$ cat config.mk
export PLATFORM = sky130hd
export DESIGN_NAME = lane_tick_sched
export DESIGN_NICKNAME = d
export VERILOG_FILES = /design/src/rtl/lane_tick_sched.sv
export SDC_FILE = /design/constraint.sdc
export NUM_CORES = 1
export LEC_CHECK = 0
export ABC_AREA = 1
export BUFFER_PORTS_ARGS = -buffer_cell sky130_fd_sc_hd__buf_2
export CAP_MARGIN = 20
export CORE_MARGIN = 10
export CORE_UTILIZATION = 33
export CTS_CLUSTER_DIAMETER = 50
export DETAILED_ROUTE_END_ITERATION = 6
export GPL_ROUTABILITY_DRIVEN = 0
export PLACE_DENSITY = 0.61
export SYNTH_ARGS = -nofsm -noshare
export SYNTH_HDL_FRONTEND = slang
export SYNTH_HIERARCHICAL = 1
export SYNTH_SLANG_ARGS = --single-unit
$ cat constraint.sdc
create_clock -name i_Clk -period 3.3 [get_ports i_Clk]
set_input_delay 0.99 -clock i_Clk [delete_from_list [all_inputs] [get_ports i_Clk]]
set_output_delay 0.99 -clock i_Clk [all_outputs]
set_load 0.01 [all_outputs]
$ cat src/rtl/lane_tick_sched.sv
// lane_tick_sched: central timing controller for the frog game traffic lanes.
// Owns the shared prescaler, the game-phase FSM (IDLE/RUN/PAUSE/OVER), the
// current level, and per-lane one-cycle step strobes whose periods shrink as
// the level rises.
//
// Ports:
//   i_Clk        system clock
//   i_Rst        synchronous active-high reset
//   i_start      level-sensitive start request (acts in IDLE and OVER)
//   i_level_up   one-cycle pulse, frog reached the far bank
//   i_hit        one-cycle pulse, collision detected
//   o_level      current level, 1..MAX_LEVEL
//   o_lane_step  per-lane registered one-cycle step strobes
//   o_state      00 IDLE, 01 RUN, 10 PAUSE, 11 OVER
//   o_running    high only in RUN

// Per-lane step counter. One instance per lane, all sharing load/advance.
module lane_step_ctr (
    input  logic       i_Clk,
    input  logic       i_Rst,
    input  logic       load,     // restart from the full period
    input  logic       adv,      // scheduler tick while staying in RUN
    input  logic [4:0] period,
    output logic       step
);
    logic [4:0] cnt;

    always_ff @(posedge i_Clk) begin
        if (i_Rst) begin
            cnt  <= 5'd0;
            step <= 1'b0;
        end else begin
            step <= 1'b0;
            if (load) begin
                cnt <= period;
            end else if (adv) begin
                // Counter at 1 on a tick means this tick completes the period.
                if (cnt == 5'd1) begin
                    cnt  <= period;
                    step <= 1'b1;
                end else begin
                    cnt <= cnt - 5'd1;
                end
            end
        end
    end
endmodule

module lane_tick_sched #(
    parameter int          NUM_LANES   = 4,
    parameter logic [24:0] PRESCALE    = 25'd1000000,
    parameter logic [4:0]  BASE_PERIOD = 5'd20,
    parameter logic [4:0]  PERIOD_STEP = 5'd1,
    parameter logic [4:0]  MIN_PERIOD  = 5'd2,
    parameter logic [4:0]  PAUSE_TICKS = 5'd16,
    parameter logic [6:0]  MAX_LEVEL   = 7'd16
) (
    input  logic                 i_Clk,
    input  logic                 i_Rst,
    input  logic                 i_start,
    input  logic                 i_level_up,
    input  logic                 i_hit,
    output logic [6:0]           o_level,
    output logic [NUM_LANES-1:0] o_lane_step,
    output logic [1:0]           o_state,
    output logic                 o_running
);
    typedef enum logic [1:0] {
        S_IDLE  = 2'b00,
        S_RUN   = 2'b01,
        S_PAUSE = 2'b10,
        S_OVER  = 2'b11
    } state_t;

    state_t      state, state_nxt;
    logic [24:0] presc;
    logic [4:0]  pause_cnt;
    logic [6:0]  level;
    logic        running;
    logic        active, tick, enter_timed, lane_load, lane_adv;
    logic [6:0]  load_level;
    logic [NUM_LANES-1:0][4:0] lane_per;

    // Lane period: max(MIN, BASE - (lvl-1)*STEP + k), capped at 31.
    function automatic logic [4:0] lane_period(input logic [6:0] lvl, input int k);
        logic signed [11:0] p;
        p = $signed({7'd0, BASE_PERIOD})
          - $signed({5'd0, lvl - 7'd1}) * $signed({7'd0, PERIOD_STEP})
          + $signed(12'(k));
        if (p < $signed({7'd0, MIN_PERIOD})) p = $signed({7'd0, MIN_PERIOD});
        if (p > 12'sd31) p = 12'sd31;
        return p[4:0];
    endfunction

    assign active = (state == S_RUN) || (state == S_PAUSE);
    assign tick   = active && (presc == 25'd0);

    always_comb begin
        state_nxt = state;
        case (state)
            S_IDLE:  if (i_start) state_nxt = S_RUN;
            S_RUN:   if (i_hit) state_nxt = S_OVER;
                     else if (i_level_up) state_nxt = S_PAUSE;
            // Pause counter at 1 (or below) on a tick means it reaches 0 now.
            S_PAUSE: if (tick && pause_cnt <= 5'd1) state_nxt = S_RUN;
            S_OVER:  if (i_start) state_nxt = S_IDLE;
            default: state_nxt = S_IDLE;
        endcase
    end

    assign enter_timed = ((state_nxt == S_RUN) || (state_nxt == S_PAUSE)) && (state_nxt != state);
    assign lane_load   = (state_nxt == S_RUN) && (state != S_RUN);
    // A tick on the cycle RUN is left produces no steps.
    assign lane_adv    = (state == S_RUN) && (state_nxt == S_RUN) && tick;
    // Entering RUN from IDLE restarts at level 1; elsewhere the live level applies.
    assign load_level  = (state == S_IDLE) ? 7'd1 : level;

    always_ff @(posedge i_Clk) begin
        if (i_Rst) begin
            state     <= S_IDLE;
            presc     <= PRESCALE - 25'd1;
            pause_cnt <= 5'd0;
            level     <= 7'd1;
            running   <= 1'b0;
        end else begin
            state   <= state_nxt;
            running <= (state_nxt == S_RUN);

            if (enter_timed)
                presc <= PRESCALE - 25'd1;
            else if (active)
                presc <= (presc == 25'd0) ? PRESCALE - 25'd1 : presc - 25'd1;

            if (state == S_RUN && state_nxt == S_PAUSE)
                pause_cnt <= PAUSE_TICKS;
            else if (state == S_PAUSE && tick && pause_cnt != 5'd0)
                pause_cnt <= pause_cnt - 5'd1;

            if (state == S_IDLE && state_nxt == S_RUN)
                level <= 7'd1;
            else if (state == S_RUN && state_nxt == S_PAUSE)
                level <= (level >= MAX_LEVEL) ? MAX_LEVEL : level + 7'd1;
        end
    end

    for (genvar g = 0; g < NUM_LANES; g++) begin : g_per
        assign lane_per[g] = lane_period(load_level, g);
    end

    lane_step_ctr u_lane [NUM_LANES-1:0] (
        .i_Clk  (i_Clk),
        .i_Rst  (i_Rst),
        .load   (lane_load),
        .adv    (lane_adv),
        .period (lane_per),
        .step   (o_lane_step)
    );

    assign o_level   = level;
    assign o_state   = state;
    assign o_running = running;
endmodule

== Word-level counts from Yosys, hierarchy flattened ==
Index checks and enable logic that the tools add are counted.
W data, S select, Z words.
Word-level totals
  register bits after elaboration: 64
  bits in latches: 0
  bits in writable memories: 0
  ROM bits: 0
  bits of input ports: 5
  output and inout bits: 14
  logic and storage cells: 104
  memories kept: 0
Operators by class
  add/subtract/negate cells: 12
  multiply operators: 0
  div/mod/pow operators: 0
  magnitude comparators: 10
  eq/ne operators: 11
  shift operators: 0
  mux-type cells: 35
  bitwise gates (word level): 1
  reduce and logical (&&, ||, !) cells: 21
Operators with widths (number)
  $mux W5: 18
  $gt A12 B6 Y1 const B: 4
  $mux W12: 4
  $logic_not A25 Y1: 1
  $mux W25: 1
  $sub A25 B1 Y25 const B: 1
  $sub A5 B1 Y5 const B: 5
  $lt A12 B3 Y1 const B: 2
  $eq A5 B1 Y1 const B: 4
  $add A8 B3 Y9 const B: 2
  $mux W7: 2
  $logic_and A1 B1 Y1: 10
  $mux W2: 5
  $add A8 B2 Y9 const B: 1
  $lt A9 B3 Y1 const B: 1
  $lt A8 B3 Y1 const B: 1
  $pmux W2 S4: 1
  $sub A5 B7 Y8 const A: 1
  $add A7 B1 Y7 const B: 1
  $ge A7 B5 Y1 const B: 1
  $sub A7 B1 Y7 const B: 1
  $eq A2 B2 Y1 const B: 3
  $reduce_or A2 Y1: 3
  $le A5 B1 Y1 const B: 1
  other kinds (10): 16

== Logic depth before layout (Yosys ltp) ==
Gate-level depths: netlist (run 1).
  depth in word-level cells: 12
  gate-level depth with buffers: 29
  mapped depth without buffers: 28

== Modules after synthesis ==
The synthesis (run 1) kept the hierarchy.
Modules (own cells, without submodules)
  lane_tick_sched: instances 1, cells an instance 526, area an instance 3539.6 um^2, sequential area each 800.8 um^2
  lane_step_ctr: instances 4, cells an instance 68, area an instance 440.4 um^2, sequential area each 120.1 um^2

== Least setup slack after synthesis (run 1) ==
No wires, ideal clock.
  path kind: flip-flop to flip-flop
  start: register state[0], in the netlist o_state[0]
  end: register u_lane[2].cnt[4]
  setup time: 0.064 ns
  arrival: 3.573 ns
  required time: 3.236 ns
  setup slack: -0.337 ns
  stages on the path, launching flop included: 25
  buffers on the path: 1
  period minus slack after synthesis: 3.637 ns
  cells stage by stage: dfxtp_1 -> inv_1 -> ha_1 -> buf_6 -> nor2_1 -> inv_1 -> ha_1 -> nand3_1 -> nand3_2 -> nand3_2 -> nand2_2 -> nand2_1 -> nand2_2 -> nor2_2 -> xor2_1 -> nand3_1 -> nor3_1 -> ha_1 -> nor2_1 -> nand2_2 -> o21ai_1 -> nand2_1 -> nand2_1 -> nor2_1 -> nor2_1
RTL lines
  from (decl): line 75  | state_t state, state_nxt;
  from (signal assigned): line 126  | state <= state_nxt;
  to (signal assigned): line 35  | cnt <= period;
  to (signal assigned): line 39  | cnt <= period;
  to (signal assigned): line 42  | cnt <= cnt - 5'd1;
  to (decl): line 26  | logic [4:0] cnt;

==> results.json, run 1 <==
{
  "syn-num-nets": 836,
  "coreArea_sq_um": 15800,
  "dieArea_sq_um": 21500,
  "worstHoldStart": "pause_cnt[2]$_SDFFE_PP0P_",
  "clock-root-buffer": "clkbuf_16",
  "timing.rr.start": "o_state[0]$_SDFF_PP0_",
  "clkLatencyLatePin_ns": 0.33,
  "dpl_worst_slack_ns": -0.131,
  "p_leak_nw": 3.12,
  "drtIter0Drc": 222,
  "slowest_stage": "dfxtp_2",
  "endpoint_kind": "flip-flop",
  "power_density_nw_per_um2": 851,
  "worst_pin_slew_ns": 0.555,
  "dpl.hpwl_microns": 9250,
  "layout-drive-gt1-share_pct": 25.5,
  "holdWs_ns": 0.478,
  "setup.worst_path.start_class": "flip-flop",
  "power.total_mw": 5.54,
  "cts_tree": "built",
  "cap_violations": 0,
  "yosys.area.top_type_share_pct": 24.2,
  "cts_buffer_depth": 2,
  "synth_top_area_cell": "dfxtp_1",
  "synthTopCellsByArea": "dfxtp_1 24%, nand2_1 12%, ha_1 7.8%",
  "seq_area_frac_synth_pct": 24.2,
  "power.share.switching_pct": 45.2,
  "switchingPower_mw": 2.50,
  "max_stage_delay_ns": 0.34,
  "htreeDepth": 3,
  "pwr-share-comb_pct": 65.3,
  "rsz0062_at_grt": "true",
  "grt_pass1_vias": 4565,
  "clock-sinks": 64,
  "finalNonFillerCells": 1090,
  "ys_ff_latch": 64,
  "synthCells": 798,
  "critical_path_buf_inv_count": 6,
  "highest_layer": "met4",
  "criticalPathCategory": "reg -> reg",
  "outcome": "completed",
  "synthArstFlopShare_pct": 0,
  "vias": 5033,
  "wl_met2_microns": 5780,
  "io_pins": 19,
  "grt_antenna_before_repair": 0,
  "num-fill-cells": 1659,
  "detail-route-antenna-nets": 0,
  "met3_length_microns": 427,
  "required_ns": 3.58,
  "via_per_inst": 4.62,
  "mostFrequentLayoutCells": "167 x nand2_1, 98 x inv_1, 95 x nor2_1",
  "p_seq_share_pct": 18.0,
  "ys_types": 41,
  "nets": 907,
  "start_util_pct": 33.5,
  "p_int_mw": 3.04,
  "numPlacedInstances": 1059,
  "finalCritPeriodShare_pct": 96.2,
  "drc": 0,
  "arrival_ns": 3.46,
  "netlist_area_sq_um": 5300,
  "setup_viol": 0,
  "area_delta_synth_final_pct": 22.9,
  "die_h_microns": 147,
  "wl_met1_microns": 5950,
  "dieWidth_microns": 147,
  "fin_tns_setup_ns": 0,
  "yosys_most_used_dff": "dfxtp_1",
  "path_clk_slew_ns": 0.05,
  "grt.total_usage_pct": 11.2,
  "crit_path_max_fanout": 8,
  "finalMaxSlewViolations": 0,
  "grt_overflow_total": 0,
  "layout_setup_ws_ns": 0.125,
  "synth_enable_flop_cells": 0,
  "fp-row-count": 46,
  "p_clk_share_pct": 16.6,
  "firstDrtPassIters": 5,
  "clock_skew_ns": 0.00502,
  "antenna_cells": 0,
  "cp_top_family": "simple AND/OR/NAND/NOR gates",
  "hold_violations": 0,
  "finalCriticalPeriod_ns": 3.18,
  "cp-startpoint": "o_state[0]$_SDFF_PP0_",
  "hold_class": "reg -> reg",
  "max_slew_margin_pct": 62.7,
  "final_common_cell": "nand2_1",
  "grt_max_degree": 16,
  "portBuffers": 18,
  "grt_pass1_wl_microns": 20700,
  "synth_warnings": 6,
  "cts_buffers": 9,
  "max_freq_mhz": 315,
  "vdd_drop_max_mv": 0.347,
  "wl_per_cell_microns": 11.3,
  "cts_hold_buf": 0,
  "postSynthAreaPerCell_sq_um": 6.64,
  "wirelength_microns": 12400
}
-- layer usage --
metal / GRT usage, % / vias up
li1: - / 2686
met3: 2.27 / 19
met2: 18.7 / 76
met5: 0 / -
met1: 14.3 / 2252
met4: 3.30 / 0
-- metrics by stage --
| stage | cell area (sq um) | util (%) |
|---|---|---|
| after floorplan | 5320 | - |
| after detailed placement | 5870 | 37.1 |
| after global placement | 5870 | 37.1 |
| after global routing | 6510 | 41.2 |
| after CTS | 6210 | 39.2 |
| final | 6510 | 41.2 |
-- repair_timing --
| action | in CTS | in global routing |
|---|---|---|
| endpoints found under the setup margin | 12 | 20 |
| setup buffers | 2 | 13 |
| gates resized for setup | 8 | 48 |
| pin swaps | 3 | 34 |
-- sequential cells by signal, indices dropped and copies added, names as in the netlist --
| name | flops |
|---|---|
| u_lane/step | 4 |
| presc | 25 |
| o_state | 2 |
| o_level | 7 |
| pause_cnt | 5 |
| u_lane/cnt | 20 |
| o_running | 1 |
-- Yosys cell counts (14+ instances only) --
cell type	instances
a21oi_1	38
dfxtp_1	64
ha_1	33
inv_1	104
nand2_1	175
nand2_2	17
nand2_4	17
nand3_1	80
nor2_1	100
nor2_2	20
nor2_4	14
nor3_1	19
o21ai_0	23
-- final cells by class --
type | count | area [sq um] | share of cell area (%)
Multi-Input combinational cell | 608 | 3640 | 55.9
Sequential cell | 64 | 1280 | 19.7
Clock buffer | 14 | 274 | 4.21
Timing Repair Buffer | 64 | 443 | 6.80
Inverter | 122 | 591 | 9.07
Tap cell | 216 | 270 | 4.15
Clock inverter | 2 | 12.5 | 0.192
-- power groups by stage --
stage	clock network, mW	logic [mW]	registers, mW
2_1_floorplan	0	2.76	1.02
3_5_place_dp	0	3.39	1.01
3_3_place_gp	0	3.39	1.01
5_1_grt	0.970	4.04	1.02
4_1_cts	0.944	3.47	0.998
6_report	0.922	3.62	1.00
-- worst paths after layout --
kind	end	slack, ns	depth (start not counted)
worst min-delay path	pause_cnt[2]$_SDFFE_PP0P_	0.48	2
worst max-delay path	u_lane[2]/cnt[0]$_SDFFE_PP0P_	0.12	25
worst max register to register	u_lane[2]/cnt[0]$_SDFFE_PP0P_	0.12	25
worst min register to register	pause_cnt[2]$_SDFFE_PP0P_	0.48	2
-- cell families (layout without fill, tap and decap cells) --
kind of cell / after synthesis / count (layout) / share of synthesized area, %
adders and majority gates: 33 / 33 / 7.79
DFF: 64 / 64 / 24.2
xor gates and xnor gates: 14 / 14 / 2.31
buffers and inverters: 126 / 202 / 11.7
and+or+nand+nor: 482 / 482 / 46.0
AOI/OAI and AO/OA: 79 / 79 / 8.05
-- worst reg2reg max path, delay by kind of cell (launching register included) --
kind	cells	cell delay (ns)
buffers and inverters	6	0.51
and+or+nand+nor	15	1.50
adders and majority gates	3	0.68
DFF	1	0.34
AOI/OAI and AO/OA	1	0.09
Note: power is estimated with default switching activity, not from simulation.
==> run 2: changes to the inputs <==
--- a/config.mk
+++ b/config.mk
@@ -8,7 +8,6 @@
 export ABC_AREA = 1
 export BUFFER_PORTS_ARGS = -buffer_cell sky130_fd_sc_hd__buf_2
 export CAP_MARGIN = 20
-export CORE_MARGIN = 10
 export CORE_UTILIZATION = 33
 export CTS_CLUSTER_DIAMETER = 50
 export DETAILED_ROUTE_END_ITERATION = 6
==> run 2 against run 1 <==
Compared with the run above:
- hold slack better by 0.0051 ns
- cell count up 0.37%
- worst setup slack worse by 0.0011 ns
- clock-buffer cell count down 1
- global-route usage up 4.6 points
- design area up 1.3%
- maximum frequency about the same
- sequential power about the same
- first-iteration DRC count down 18%
- via count up 0.87%
- non-clock buffer count up 9
==> results.json, run 2 (synthesized netlist as in run 1, its figures left out) <==
{
  "drc": 0,
  "coreArea_sq_um": 15400,
  "clock-root-buffer": "clkbuf_16",
  "fp-row-count": 45,
  "via_per_inst": 4.64,
  "layout_setup_ws_ns": 0.124,
  "clock_skew_ns": 0.00758,
  "worstHoldStart": "pause_cnt[2]$_SDFFE_PP0P_",
  "clock-sinks": 64,
  "dieWidth_microns": 129,
  "max_freq_mhz": 315,
  "drtIter0Drc": 183,
  "vias": 5077,
  "io_pins": 19,
  "dpl.hpwl_microns": 9210,
  "power_density_nw_per_um2": 839,
  "grt.total_usage_pct": 15.9,
  "dieArea_sq_um": 16600,
  "hold_violations": 0,
  "portBuffers": 18,
  "finalCritPeriodShare_pct": 96.3,
  "critical_path_buf_inv_count": 4,
  "slowest_stage": "dfxtp_2",
  "p_int_mw": 3.01,
  "power.share.switching_pct": 45.6,
  "die_h_microns": 129,
  "crit_cells": 25,
  "grt_overflow_total": 0,
  "fin_area_sq_um": 6600,
  "min_to": "pause_cnt[2]$_SDFFE_PP0P_",
  "layout-drive-gt1-share_pct": 26.2,
  "pwr-share-comb_pct": 66.1,
  "p_seq_share_pct": 18.0,
  "grt_pass1_wl_microns": 21100,
  "cpMostUsedCell": "nand2_4",
  "rsz0062_at_grt": "true",
  "r2r-end": "u_lane[1]/cnt[4]$_SDFFE_PP0P_",
  "nets": 916,
  "clkLatencyLatePin_ns": 0.33,
  "crit_path_max_fanout": 8,
  "hold_class": "reg -> reg",
  "start_util_pct": 34.4,
  "dpl_worst_slack_ns": -0.0537,
  "num-fill-cells": 1631,
  "wirelength_microns": 12400,
  "final_common_cell": "nand2_1",
  "area_delta_synth_final_pct": 24.4,
  "reg2reg_depth": 25,
  "finalMaxSlewViolations": 0,
  "largest_reg_flops": 25,
  "antenna_cells": 0,
  "grt_antenna_before_repair": 0,
  "setup_viol": 0,
  "worst_pin_slew_ns": 0.562,
  "dpl_cell_area_sq_um": 5970,
  "mostFrequentLayoutCells": "166 x nand2_1, 100 x inv_1, 94 x nor2_1",
  "criticalPathCategory": "reg -> reg",
  "cts_tree": "built",
  "cts_buffers": 9,
  "max_slew_margin_pct": 62.3,
  "p_clk_share_pct": 15.9,
  "reg2reg_slack_ns": 0.12,
  "endpoint_kind": "flip-flop",
  "grt_pass1_vias": 4648,
  "p_leak_nw": 3.16,
  "required_ns": 3.57,
  "min_path_cells": 2,
  "arrival_ns": 3.45,
  "firstDrtPassIters": 5,
  "switchingPower_mw": 2.52,
  "outcome": "completed",
  "detail-route-antenna-nets": 0,
  "vdd_drop_max_mv": 0.427,
  "htreeDepth": 3,
  "finalCriticalPeriod_ns": 3.18,
  "wl_per_cell_microns": 11.4,
  "grt_max_degree": 21,
  "timing.rr.start": "o_state[1]$_SDFF_PP0_",
  "max_stage_delay_ns": 0.33,
  "cap_violations": 0,
  "cts_buffer_depth": 2,
  "cp_top_family": "simple AND/OR/NAND/NOR gates",
  "setup.worst_path.start_class": "flip-flop",
  "path_clk_slew_ns": 0.06,
  "top_register": "presc"
}
## run 2: cell count changes in the layout (fill, tap and decap cells not counted), sizes merged
cell | previous run | this run
clkinv | 1 | 2
buf | 64 | 73
clkbuf | 14 | 13
## run 2: cell type report
class / instances / area, sq um / area share, %
Timing Repair Buffer: 73 / 514 / 7.80
Clock inverter: 3 / 17.5 / 0.266
Sequential cell: 64 / 1280 / 19.5
Clock buffer: 13 / 250 / 3.79
Multi-Input combinational cell: 608 / 3670 / 55.7
Inverter: 122 / 592 / 8.97
Tap cell: 211 / 264 / 4.00
## run 2: worst max-delay path by stage
stage                           from                            end  slack, ns
4_1_cts        o_state[0]$_SDFF_PP0_  u_lane[1]/cnt[4]$_SDFFE_PP0P_       0.01
2_1_floorplan  o_state[0]$_SDFF_PP0_  u_lane[2]/cnt[4]$_SDFFE_PP0P_      0.006
3_5_place_dp   o_state[0]$_SDFF_PP0_  u_lane[1]/cnt[4]$_SDFFE_PP0P_      -0.05
6_report       o_state[1]$_SDFF_PP0_  u_lane[1]/cnt[4]$_SDFFE_PP0P_       0.12
5_1_grt        o_state[1]$_SDFF_PP0_  u_lane[1]/cnt[4]$_SDFFE_PP0P_      -0.08
3_3_place_gp   o_state[0]$_SDFF_PP0_  u_lane[1]/cnt[4]$_SDFFE_PP0P_      -0.05
## run 2: power by group through the flow
stage          Sequential (mW)  Clock (mW)  Combinational [mW]
2_1_floorplan             1.02           0                2.76
3_3_place_gp              1.01           0                3.42
3_5_place_dp              1.01           0                3.46
4_1_cts                  0.996       0.911                3.47
5_1_grt                   1.01       0.944                4.11
6_report                 0.998       0.879                3.66
## run 2: through the flow
step / setup TNS [ns] / cells / hold slack (ns) / power, mW / util, %
6_report: 0 / 1094 / 0.483 / 5.53 / 42.8
3_5_place_dp: -0.279 / 1068 / 0.474 / 4.47 / 38.7
2_1_floorplan: 0 / 798 / 0.453 / 3.78 / -
5_1_grt: -0.403 / 1094 / 0.503 / 6.06 / 42.8
3_3_place_gp: -0.0494 / 1068 / 0.468 / 4.43 / 38.7
4_1_cts: 0 / 1084 / 0.484 / 5.38 / 40.5
## run 2: worst register-to-register path, cell delays in order (launching register included)
cell,delay [ns]
dfxtp_2,0.33
inv_2,0.05
ha_4,0.17
buf_8,0.15
inv_16,0.10
nand2_8,0.07
ha_4,0.17
buf_4,0.14
nand2_4,0.08
nand2_4,0.07
nand3_4,0.12
nand2_4,0.07
nand2_4,0.06
nand2_4,0.09
nor2_4,0.12
nand2_2,0.08
o21ai_1,0.15
nand4_1,0.15
nor2_1,0.14
ha_1,0.27
or2_4,0.25
nand2_1,0.06
nand2_1,0.05
nand2_1,0.05
nor2_1,0.04
nor2_1,0.08
## run 2: timing repair
item,CTS,global route
gates cloned,0,0
hold buffers,0,0
resized for setup,3,58
setup endpoints to repair,10,20
buffers inserted,0,10
pin swaps,0,29
## run 2: per-layer routing
| metal | global-route usage (%) | wire [microns] |
|---|---|---|
| met1 | 20.6 | 5990 |
| met2 | 26.1 | 5780 |
| met3 | 3.28 | 494 |
| met4 | 5.33 | 174 |
| met5 | 0 | 0 |
==> run 3: changes to the inputs <==
==> constraint.sdc (replaced) <==
create_clock -name i_Clk -period 2.9 [get_ports i_Clk]
set_input_delay 0.87 -clock i_Clk [delete_from_list [all_inputs] [get_ports i_Clk]]
set_output_delay 0.87 -clock i_Clk [all_outputs]
set_load 0.01 [all_outputs]
==> run 3 against run 2 <==
Compared with the run above:
- the run now ends with setup timing left
- register-to-register slack got worse by 0.39 ns
- via count up 4.5%
- highest routed layer unchanged
- sequential power is 14% higher
- global-route usage rose by 1.4 points
- maximum frequency rose by 0.41%
- worst setup slack got worse by 0.39 ns
- total power is 26% higher
- critical path depth is 1 higher
- flip-flop and latch count is the same
- combinational power grew 29%
==> results.json, run 3 (synthesized netlist as in run 1, its figures left out) <==
{
  "hold_class": "reg -> reg",
  "finalCritPeriodShare_pct": 109,
  "holdWs_ns": 0.481,
  "drtIter0Drc": 217,
  "firstDrtPassIters": 5,
  "dpl_cell_area_sq_um": 6480,
  "setup_viol": 20,
  "max_slew_margin_pct": 64.7,
  "pwr-share-comb_pct": 67.5,
  "grt_antenna_before_repair": 0,
  "detail-route-antenna-nets": 0,
  "cts_hold_buf": 0,
  "wirelength_microns": 13500,
  "final_common_cell": "nand2_1",
  "grt_overflow_total": 0,
  "cts_buffers": 9,
  "finalCriticalPeriod_ns": 3.16,
  "htreeDepth": 3,
  "final_util_pct": 47.3,
  "start_util_pct": 34.4,
  "criticalPathCategory": "reg -> reg",
  "coreArea_sq_um": 15400,
  "vdd_drop_max_mv": 0.531,
  "fin_tns_setup_ns": -3.16,
  "outcome": "finished with violations",
  "wl_per_cell_microns": 11.7,
  "cap_violations": 0,
  "p_clk_share_pct": 16.1,
  "fp-row-count": 45,
  "io_pins": 19,
  "clkLatencyLatePin_ns": 0.34,
  "via_per_inst": 4.60,
  "required_ns": 3.19,
  "p_int_mw": 3.94,
  "mostFrequentLayoutCells": "158 x nand2_1, 106 x buf_4, 98 x inv_1",
  "largest_reg_flops": 25,
  "switchingPower_mw": 3.03,
  "drc": 0,
  "dieArea_sq_um": 16600,
  "max_freq_mhz": 316,
  "clock-sinks": 64,
  "top_register": "presc",
  "dieWidth_microns": 129,
  "grt_pass1_wl_microns": 22900,
  "grt_pass1_vias": 5073,
  "dpl.hpwl_microns": 9980,
  "die_h_microns": 129,
  "layout_setup_ws_ns": -0.263,
  "vias": 5308,
  "path_clk_slew_ns": 0.05,
  "numPlacedInstances": 1119,
  "worst_pin_slew_ns": 0.528,
  "finalMaxSlewViolations": 0,
  "crit_path_max_fanout": 8,
  "area_delta_synth_final_pct": 37.7,
  "power.share.switching_pct": 43.5,
  "rsz0062_at_grt": "true",
  "clock-root-buffer": "clkbuf_16",
  "hold_violations": 0,
  "p_seq_share_pct": 16.4,
  "antenna_cells": 0,
  "arrival_ns": 3.45,
  "power_density_nw_per_um2": 956,
  "layout-drive-gt1-share_pct": 33.1,
  "fin_area_sq_um": 7300,
  "endpoint_kind": "flip-flop",
  "nets": 977,
  "cts_tree": "built",
  "grt.total_usage_pct": 17.2,
  "violations": "setup timing",
  "clock_skew_ns": 0.00843,
  "p_leak_nw": 3.55,
  "grt_max_degree": 16,
  "finalNonFillerCells": 1155,
  "dpl_worst_slack_ns": -0.309,
  "power.total_mw": 6.98,
  "portBuffers": 18,
  "cts_buffer_depth": 2,
  "setup.worst_path.start_class": "flip-flop"
}
-- run 3: changes by cell type in the layout (fill, tap and decap cells not counted), sizes merged --
cell,delta
inv,-1
buf,+61
clkinv,+1
bufinv,+1
clkinvlp,-1
-- run 3: final timing paths --
kind	slack [ns]	cells past startpoint	endpoint	start
setup / recovery	-0.26	26	u_lane[2]/cnt[0]$_SDFFE_PP0P_	o_state[0]$_SDFF_PP0_
setup reg to reg	-0.26	26	u_lane[2]/cnt[0]$_SDFFE_PP0P_	o_state[0]$_SDFF_PP0_
hold reg to reg	0.48	2	pause_cnt[0]$_SDFFE_PP0P_	pause_cnt[0]$_SDFFE_PP0P_
hold / removal	0.48	2	pause_cnt[0]$_SDFFE_PP0P_	pause_cnt[0]$_SDFFE_PP0P_
-- run 3: power by group through the flow --
stage | logic, mW | clock network (mW) | registers (mW)
final | 4.71 | 1.12 | 1.14
after global routing | 5.24 | 1.20 | 1.16
after CTS | 4.48 | 1.16 | 1.14
after detailed placement | 4.36 | 0 | 1.16
after global placement | 4.34 | 0 | 1.16
after floorplan | 3.21 | 0 | 1.17
-- run 3: worst max-delay path, cell delays in order (launching register included) --
cell and delay (ns):
dfxtp_4 0.35, inv_4 0.04, ha_4 0.18, buf_12 0.14
inv_16 0.08, nand2_4 0.07, ha_1 0.20, a21boi_2 0.16
nand2_1 0.08, nand2_1 0.08, nand2_2 0.10, inv_4 0.05
nand2_1 0.08, nand2_1 0.06, nand2_2 0.13, nand2_2 0.07
o21ai_1 0.14, nand3_2 0.12, nor3_4 0.23, ha_4 0.25
nor2_4 0.10, nand2_4 0.08, o21ai_2 0.06, nand2_1 0.07
nand3_1 0.08, nand2_1 0.05, inv_1 0.04
-- run 3: what timing repair did --
action,CTS,global route
hold endpoints to repair,0,0
gates resized for setup,32,46
buffers inserted,9,11
pin swaps,32,47
setup endpoints to repair,20,20
-- run 3: routing by layer --
metal / vias up / GRT usage, % / part of all wire (%)
met5: - / 0 / 0
met4: 0 / 5.26 / 1.8
met3: 18 / 3.78 / 2.7
met2: 65 / 30.7 / 50
met1: 2401 / 20.6 / 46
li1: 2824 / - / -
-- run 3: final cells by class --
cell class                 count  area, sq um
clock buffer                  13          260
clock inverter                 3         40.0
fill                        1562         8130
inverter                     122          599
multi-input combinational    608         3810
sequential                    64         1290
tap                          211          264
timing repair buffer         134         1030
